==> src/rtl/cart_loader.sv <==
`timescale 1ns/1ps
// cart_loader: streams the HPS ioctl cartridge image into RAM port B at a
// fixed base, optionally clearing the region first, with the CPU held in reset.
module cart_loader #(
    parameter int                      data_width_g = 8,
    parameter int                      addr_width_g = 14,
    parameter int                      BASE_ADDR    = 'h400,
    parameter int                      INDEX_MATCH  = 1,
    parameter bit                      CLEAR_EN     = 1'b1,
    parameter logic [data_width_g-1:0] FILL_VALUE   = '0
) (
    input  logic                      clk_sys,
    input  logic                      reset,
    input  logic                      ioctl_download,
    input  logic [7:0]                ioctl_index,
    input  logic                      ioctl_wr,
    input  logic [26:0]               ioctl_addr,
    input  logic [data_width_g-1:0]   ioctl_dout,
    output logic                      ioctl_wait,
    output logic                      ram_cs_b,
    output logic                      ram_we_b,
    output logic [addr_width_g-1:0]   ram_ad_b,
    output logic [data_width_g-1:0]   ram_d_b,
    output logic                      cpu_hold,
    output logic                      load_done,
    output logic [addr_width_g:0]     load_bytes,
    output logic                      load_overflow
);

    localparam int                      LP_REGION_I = (1 << addr_width_g) - BASE_ADDR;
    localparam logic [27:0]             LP_REGION   = 28'(LP_REGION_I);
    localparam logic [addr_width_g-1:0] LP_BASE     = addr_width_g'(BASE_ADDR);
    localparam logic [addr_width_g-1:0] LP_LAST     = '1;
    localparam logic [addr_width_g-1:0] LP_A_ONE    = addr_width_g'(1);
    localparam logic [addr_width_g:0]   LP_B_ONE    = (addr_width_g+1)'(1);
    localparam logic [7:0]              LP_INDEX    = 8'(INDEX_MATCH);

    typedef enum logic [1:0] {
        S_IDLE,
        S_CLEAR,
        S_LOAD,
        S_DONE
    } state_t;

    state_t                    r_state;
    state_t                    w_state_nx;

    logic                      r_act_q;
    logic                      r_skid_vld;
    logic [26:0]               r_skid_off;
    logic [data_width_g-1:0]   r_skid_data;
    logic [addr_width_g-1:0]   r_clr_addr;
    logic                      r_we;
    logic [addr_width_g-1:0]   r_ad;
    logic [data_width_g-1:0]   r_d;
    logic [addr_width_g:0]     r_bytes;
    logic                      r_ovf;

    logic                      w_act;
    logic                      w_wr;
    logic [26:0]               w_src_off;
    logic [data_width_g-1:0]   w_src_data;
    logic                      w_src_ok;
    logic                      w_start;
    logic                      w_wait;
    logic                      w_wr_en;
    logic [addr_width_g-1:0]   w_wr_ad;
    logic [data_width_g-1:0]   w_wr_d;
    logic                      w_count;
    logic                      w_ovf_set;
    logic                      w_skid_load;
    logic                      w_skid_clr;
    logic                      w_clr_step;

    assign w_act      = ioctl_download && (ioctl_index == LP_INDEX);
    assign w_wr       = ioctl_wr && w_act;

    // A buffered byte always goes out before any fresh strobe.
    assign w_src_off  = r_skid_vld ? r_skid_off  : ioctl_addr;
    assign w_src_data = r_skid_vld ? r_skid_data : ioctl_dout;
    assign w_src_ok   = ({1'b0, w_src_off} < LP_REGION);

    always_ff @(posedge clk_sys) begin
        if (reset) begin
            r_state <= S_IDLE;
        end else begin
            r_state <= w_state_nx;
        end
    end

    always_comb begin
        w_state_nx  = r_state;
        w_start     = 1'b0;
        w_wait      = 1'b0;
        w_wr_en     = 1'b0;
        w_wr_ad     = '0;
        w_wr_d      = '0;
        w_count     = 1'b0;
        w_ovf_set   = 1'b0;
        w_skid_load = 1'b0;
        w_skid_clr  = 1'b0;
        w_clr_step  = 1'b0;
        unique case (r_state)
            S_IDLE: begin
                if (w_act && !r_act_q) begin
                    w_start     = 1'b1;
                    w_skid_load = w_wr;
                    w_state_nx  = CLEAR_EN ? S_CLEAR : S_LOAD;
                end
            end
            S_CLEAR: begin
                w_wait     = 1'b1;
                w_wr_en    = 1'b1;
                w_wr_ad    = r_clr_addr;
                w_wr_d     = FILL_VALUE;
                w_clr_step = 1'b1;
                if (w_wr) begin
                    if (r_skid_vld) begin
                        w_ovf_set = 1'b1;
                    end else begin
                        w_skid_load = 1'b1;
                    end
                end
                if (r_clr_addr == LP_LAST) begin
                    w_state_nx = S_LOAD;
                end
            end
            S_LOAD: begin
                w_wait = r_skid_vld;
                if (r_skid_vld || w_wr) begin
                    if (w_src_ok) begin
                        w_wr_en = 1'b1;
                        w_wr_ad = LP_BASE + w_src_off[addr_width_g-1:0];
                        w_wr_d  = w_src_data;
                        w_count = 1'b1;
                    end else begin
                        w_ovf_set = 1'b1;
                    end
                end
                if (r_skid_vld) begin
                    w_skid_clr = 1'b1;
                    if (w_wr) begin
                        w_ovf_set = 1'b1;
                    end
                end
                if (!r_act_q && !w_act && !r_skid_vld) begin
                    w_state_nx = S_DONE;
                end
            end
            S_DONE: begin
                w_state_nx = S_IDLE;
            end
            default: begin
                w_state_nx = S_IDLE;
            end
        endcase
    end

    always_ff @(posedge clk_sys) begin
        if (reset) begin
            r_act_q     <= 1'b0;
            r_skid_vld  <= 1'b0;
            r_skid_off  <= '0;
            r_skid_data <= '0;
            r_clr_addr  <= '0;
            r_we        <= 1'b0;
            r_ad        <= '0;
            r_d         <= '0;
            r_bytes     <= '0;
            r_ovf       <= 1'b0;
        end else begin
            r_act_q <= w_act;
            r_we    <= w_wr_en;
            r_ad    <= w_wr_ad;
            r_d     <= w_wr_d;
            if (w_start) begin
                r_clr_addr <= LP_BASE;
            end else if (w_clr_step) begin
                r_clr_addr <= r_clr_addr + LP_A_ONE;
            end
            if (w_skid_load) begin
                r_skid_vld  <= 1'b1;
                r_skid_off  <= ioctl_addr;
                r_skid_data <= ioctl_dout;
            end else if (w_skid_clr) begin
                r_skid_vld  <= 1'b0;
            end
            if (w_start) begin
                r_bytes <= '0;
                r_ovf   <= 1'b0;
            end else begin
                if (w_count && (r_bytes != '1)) begin
                    r_bytes <= r_bytes + LP_B_ONE;
                end
                if (w_ovf_set) begin
                    r_ovf <= 1'b1;
                end
            end
        end
    end

    assign ioctl_wait    = w_wait;
    assign ram_cs_b      = r_we;
    assign ram_we_b      = r_we;
    assign ram_ad_b      = r_ad;
    assign ram_d_b       = r_d;
    assign cpu_hold      = (r_state == S_CLEAR) || (r_state == S_LOAD);
    assign load_done     = (r_state == S_DONE);
    assign load_bytes    = r_bytes;
    assign load_overflow = r_ovf;

endmodule

==> config.mk <==
export PLATFORM = sky130hd
export DESIGN_NAME = cart_loader
export DESIGN_NICKNAME = d
export VERILOG_FILES = /design/src/rtl/cart_loader.sv
export SDC_FILE = /design/constraint.sdc
export NUM_CORES = 1
export LEC_CHECK = 0
export ABC_AREA = 0
export CELL_PAD_IN_SITES_DETAIL_PLACEMENT = 1
export CELL_PAD_IN_SITES_GLOBAL_PLACEMENT = 1
export CORE_MARGIN = 1.5
export CORE_UTILIZATION = 40
export DETAILED_ROUTE_END_ITERATION = 8
export HOLD_SLACK_MARGIN = 0.03
export PLACE_DENSITY_LB_ADDON = 0.1
export SETUP_SLACK_MARGIN = 0.4
export SYNTH_ARGS = -nofsm -noshare
export SYNTH_HDL_FRONTEND = slang
export SYNTH_SLANG_ARGS = --single-unit
==> constraint.sdc <==
create_clock -name clk_sys -period 5.8 [get_ports clk_sys]
set_input_delay 1.74 -clock clk_sys [delete_from_list [all_inputs] [get_ports clk_sys]]
set_output_delay 1.74 -clock clk_sys [all_outputs]
set_load 0.01 [all_outputs]
# Word level (Yosys, flattened, before mapping)

Index checks and enable logic that the tools add are counted.

Output and inout port bits: 43
Register bits after elaboration: 92
Input bits: 47

Add/sub/neg operators: 3
Equal/unequal tests: 9
Magnitude comparators: 1
Reductions and logical operators: 17
Bitwise operators: 3
Multiplexer cells: 33

Operators with widths:

| kind                                                  | number |
|---|---|
| 2-to-1 mux 14 bit                                     | 2 |
| one-hot mux 14 bit (2 select lines)                   | 1 |
| < comparator 27 x 14 -> 1 bit (second input constant) | 1 |
| 2-to-1 mux 27 bit                                     | 1 |
| 2-to-1 mux 11 bit                                     | 2 |
| 2-to-1 mux 1 bit                                      | 18 |
| adder 15 x 1 -> 15 bit (second input constant)        | 1 |
| inequality test 15 bit (second input constant)        | 1 |
| adder 11 x 14 -> 14 bit (first input constant)        | 1 |
| adder 14 x 1 -> 14 bit (second input constant)        | 1 |
| equality test 14 bit (second input constant)          | 1 |
| equality test 8 x 1 -> 1 bit (second input constant)  | 1 |
| 2-to-1 mux 8 bit                                      | 1 |
| one-hot mux 1 bit (2 select lines)                    | 4 |
| one-hot mux 2 bit (4 select lines)                    | 1 |
| logical AND 1 bit                                     | 6 |
| 2-to-1 mux 2 bit                                      | 3 |
| inequality test 2 bit (second input constant)         | 3 |
| equality test 2 bit (second input constant)           | 2 |
| nonzero test 2 bit                                    | 2 |
| OR reduction 4 bit                                    | 1 |
| logical NOT 1 bit                                     | 3 |
| NOT 1 bit                                             | 3 |
| AND reduction 3 bit                                   | 1 |
| 4 further kinds                                       | 5 |

# Logic depth before layout (Yosys ltp)

Word-level depth: 8
Mapped depth: 9

# Least setup slack after synthesis

No wires, ideal clock.

Kind: input port to flip-flop
From: input port ioctl_index[2]
To: register r_skid_off[15]
Stages: 8
Buffers on the path: 3
Setup slack: 2.592 ns
Arrival time: 3.137 ns
Data required time: 5.730 ns
Library setup time: 0.070 ns
Cell sequence: nor4_2 > and3_1 > clkbuf_1 > and3_1 > buf_2 > buf_2 > nand2_1 > a21oi_1

Word-level cells in the longest chain between the ends: 5

RTL lines:

| what                                        | RTL line | RTL |
|---|---|---|
| from (decl)                                 | 15       | `input logic [7:0] ioctl_index,` |
| equality test 8 x 1 -> 1 bit (*)            | 75       | `assign w_act = ioctl_download && (ioctl_index == LP_INDEX);` |
| logical AND 1 bit (*)                       | 75       |  |
| logical AND 1 bit, on equally long branches | 76, 105  |  |
| 2-to-1 mux 1 bit, on equally long branches  | 117, 105 |  |
| one-hot mux 1 bit (2 select lines) (*)      | 103      | `unique case (r_state)` |
| to (signal assigned)                        | 183      | `r_skid_off <= ioctl_addr;` |
| to (decl)                                   | 50       | `logic [26:0] r_skid_off;` |

Mark *: on every way between the ends. The rest lies on a longest branch, timed or not.
A chain may end at the register's enable or synchronous reset.

# Final worst setup path

From: register r_state[1]
To: output port ioctl_wait

Word-level cells in the longest chain between the ends: 2

RTL lines:

| what                                                                | RTL line | RTL |
|---|---|---|
| from (decl)                                                         | 45       | `state_t r_state;` |
| from (signal assigned)                                              | 87       | `r_state <= w_state_nx;` |
| equality test 2 bit or equality test 2 x 1 -> 1 bit (tied branches) | 103      |  |
| one-hot mux 1 bit (2 select lines) (*)                              | 103      |  |
| to (decl)                                                           | 19       | `output logic ioctl_wait,` |

Marked as above.

==> run_results.csv <==
group,metric,value,unit
min_path,hp-start,"r_skid_off[19]$_SDFFE_PP0P_",
power_and_ir_drop,p_leak,1.73,nW
yosys,syn-num-nets,542,
floorplan,io_pins,90,
power_and_ir_drop,powerDensity,245,nW/µm²
cts,cts_made_buffers,9,
detailed_routing,routed_wirelength,11500,µm
min_path,hp-class,"reg -> reg",
sta,finalSetupTns,0,ps
detailed_routing,num_vias,3797,
flow_run,maxCapViolCount,0,
finish,fillers,1149,
detailed_routing,post-route-drc-count,0,
sta,setup_ws,1970,ps
grt,grt_pass1_wl,19500,µm
sta,worst_pin_slew,1130,ps
finish,ff_latch_area,1840,µm²
grt,antenna_found_initial,0,
finish,area_delta_synth_final,28.5,%
min_path,whs_endpoint,"r_skid_off[19]$_SDFFE_PP0P_",
min_path,hold_depth,2,
power_and_ir_drop,ir_worst_vdd,0.000117,V
yosys,synth_edf_count,0,
cts,insertion_delay,360,ps
detailed_routing,detail_route.wl_per_cell,16.5,µm
yosys,avgSynthCellArea,8.40,µm²
critical_path,r2r-start,"r_skid_vld$_SDFFE_PP0P_",
placed_design,portBuffers,89,
cts,post_cts_resized,0,
sta,maxSlewHeadroom,25.0,%
status,status,"completed",
sta,final-setup-viol-count,0,
floorplan,initial_core_util,41.6,%
finish,diodes,0,
sta,hold_ws,452,ps
critical_path,critPathLaunchType,"register",
sta,skew,11.3,ps
critical_path,ff2ff_path_depth,6,
sta,period_share,66.0,%
grt,overflow,0,
placed_design,gp_congestion,0.767,
critical_path,end_kind,"output pin",
critical_path,crit_chain,"inv_1 -> ha_1 -> buf_4 -> a21oi_1 -> nor2b_1 -> clkdlybuf4s50_1",
cts,cts_hold_buf,0,
finish,layout_commonest_cell,"nand2_1",
finish,layoutNonFillerInstCount,700,
yosys,synthCells,488,
floorplan,dieHeight,104,µm
critical_path,path_max_fanout,26,
sta,hold_viol,0,
yosys,yosysWarnings,0,
detailed_routing,drtIter0Drc,120,
critical_path,cp_slowest_cell,"clkdlybuf4s50_1",
grt,grt_pass1_vias,3934,
cts,htree_levels,3,
sta,rsz0062_at_grt,"false",
finish,layout_common_cells,"nand2_1 (98), dfxtp_1 (92), clkdlybuf4s50_1 (89)",
yosys,async_reset_ff_share,0,%
placed_design,pre_cts_ws,1790,ps
floorplan,rows,36,
critical_path,rrSetupSlack,3180,ps
yosys,yosysSeqAreaShare,44.9,%
cts,cts_root_buffer,"clkbuf_8",
yosys,synth_area,4100,µm²
sta,final_max_slew_viol_count,0,
detailed_routing,first_pass_iters,4,
yosys,ys_ff_latch,92,
cts,cts_buffer_depth,2,
cts,post_cts_buffers,0,
finish,multi_input_area,2100,µm²
critical_path,rr_endpoint,"load_bytes[5]$_SDFFE_PP0P_",
sta,fmax,261,MHz
yosys,ys_types,46,
detailed_routing,ant_nets,0,
floorplan,coreArea,9860,µm²
cts,cts_tree,"yes",
cts,clock-sinks,92,
yosys,synth_ff_type,"dfxtp_1",
critical_path,crit_type,"reg -> out",
critical_path,arrival,2090,ps
grt,grt_max_degree,42,
critical_path,crit_required,4060,ps
critical_path,path_delay_family,"buffers and inverters",
finish,drive_above_1_share,6.70,%
detailed_routing,via_per_inst,5.42,
critical_path,cp.depth,6,
floorplan,die_w,104,µm
grt,grt_util_all_layers,22.0,%
finish,nets,617,
cts,clk_pin_slew,90,ps
floorplan,die-area,10900,µm²
critical_path,path_buf_inv,3,
placed_design,hpwlAfterDp,8130,µm
sta,fin_crit,3830,ps
placed_design,dp_cells,685,
critical_path,cpPeakStageDelay,570,ps
[metrics by stage]
stage / utilization [%] / cell area, µm² / total power, mW
2_1_floorplan: - / 4100 / 0.781
4_1_cts: 53.4 / 5270 / 1.30
5_1_grt: 53.4 / 5270 / 1.35
3_5_place_dp: 51.4 / 5070 / 0.867
3_3_place_gp: 51.4 / 5070 / 0.861
6_report: 53.4 / 5270 / 1.29
[kinds of logic after synthesis]
kind of cell	count (synthesis)	share of synthesized area, %
and+or+nand+nor	223	25.5
DFF	92	44.9
AOI/OAI and AO/OA	84	12.6
buffers and inverters	38	4.06
muxes	31	7.96
xor gates and xnor gates	13	2.78
adders and majority gates	7	2.14
[cell usage after synthesis (all sizes together) (2+ instances only)]
cell type,number,share of area [%]
nand2,98,9.0
dfxtp,92,45
a21oi,51,6.2
nor2,41,3.8
clkbuf,20,1.8
mux2i,18,4.4
nand3,16,2.0
nand4,16,2.4
mux2,13,3.6
buf,12,1.7
a32oi,11,2.3
nor3,10,1.2
nand2b,9,1.4
nor4,9,1.5
xor2,9,1.9
ha,7,2.1
inv,6,0.55
o31ai,5,0.92
or4,5,0.92
and3,4,0.61
xnor2,4,0.85
and4,3,0.64
nor2b,3,0.46
o21ai,3,0.37
a221oi,2,0.43
a31oi,2,0.31
and2,2,0.31
nand3b,2,0.46
o211ai,2,0.37
or3,2,0.31
[sequential cells by signal (all words and copies together) (netlist names)]
register,flops
r_skid_off,27
load_bytes,15
r_clr_addr,14
ram_ad_b,14
r_skid_data,8
ram_d_b,8
r_state,2
load_overflow,1
r_act_q,1
r_skid_vld,1
ram_cs_b,1
[layout make-up]
class | count | share of cell area (%)
multi-input cells | 358 | 39.8
flip-flops and latches | 92 | 34.9
repair buffers | 96 | 17.9
well taps | 133 | 3.16
clock buffers | 9 | 2.35
clock inverters | 6 | 1.40
inverters | 6 | 0.427
[per-layer routing]
metal	GRT usage (%)	vias to the layer above	share of wire (%)
met2	37.2	75	49
met3	3.01	16	3.0
li1	-	1860	-
met1	28.7	1846	46
met4	7.74	0	1.4
met5	0	-	0
[where the power goes]
group | leakage (nW) | internal (mW) | switching [mW]
clock network | 0.0934 | 0.201 | 0.235
registers | 0.741 | 0.641 | 0.0116
logic | 0.891 | 0.0893 | 0.110
[worst max path at each step]
stage | endpoint | start | slack [ps]
CTS | ioctl_wait | r_state[1]$_SDFFE_PP0P_ | 1950
floorplan | r_skid_off[15]$_SDFFE_PP0P_ | ioctl_index[2] | 2590
detailed placement | load_bytes[5]$_SDFFE_PP0P_ | ioctl_index[0] | 1790
finish | ioctl_wait | r_state[1]$_SDFFE_PP0P_ | 1970
global placement | load_bytes[5]$_SDFFE_PP0P_ | ioctl_addr[19] | 1860
global route | ioctl_wait | r_state[1]$_SDFFE_PP0P_ | 1850
[tightest hold or removal path: stages (launching register included)]
cell and delay, ps:
dfxtp_1 320, nand2_1 50, a21oi_1 50
(Power assumes the default switching activity.)
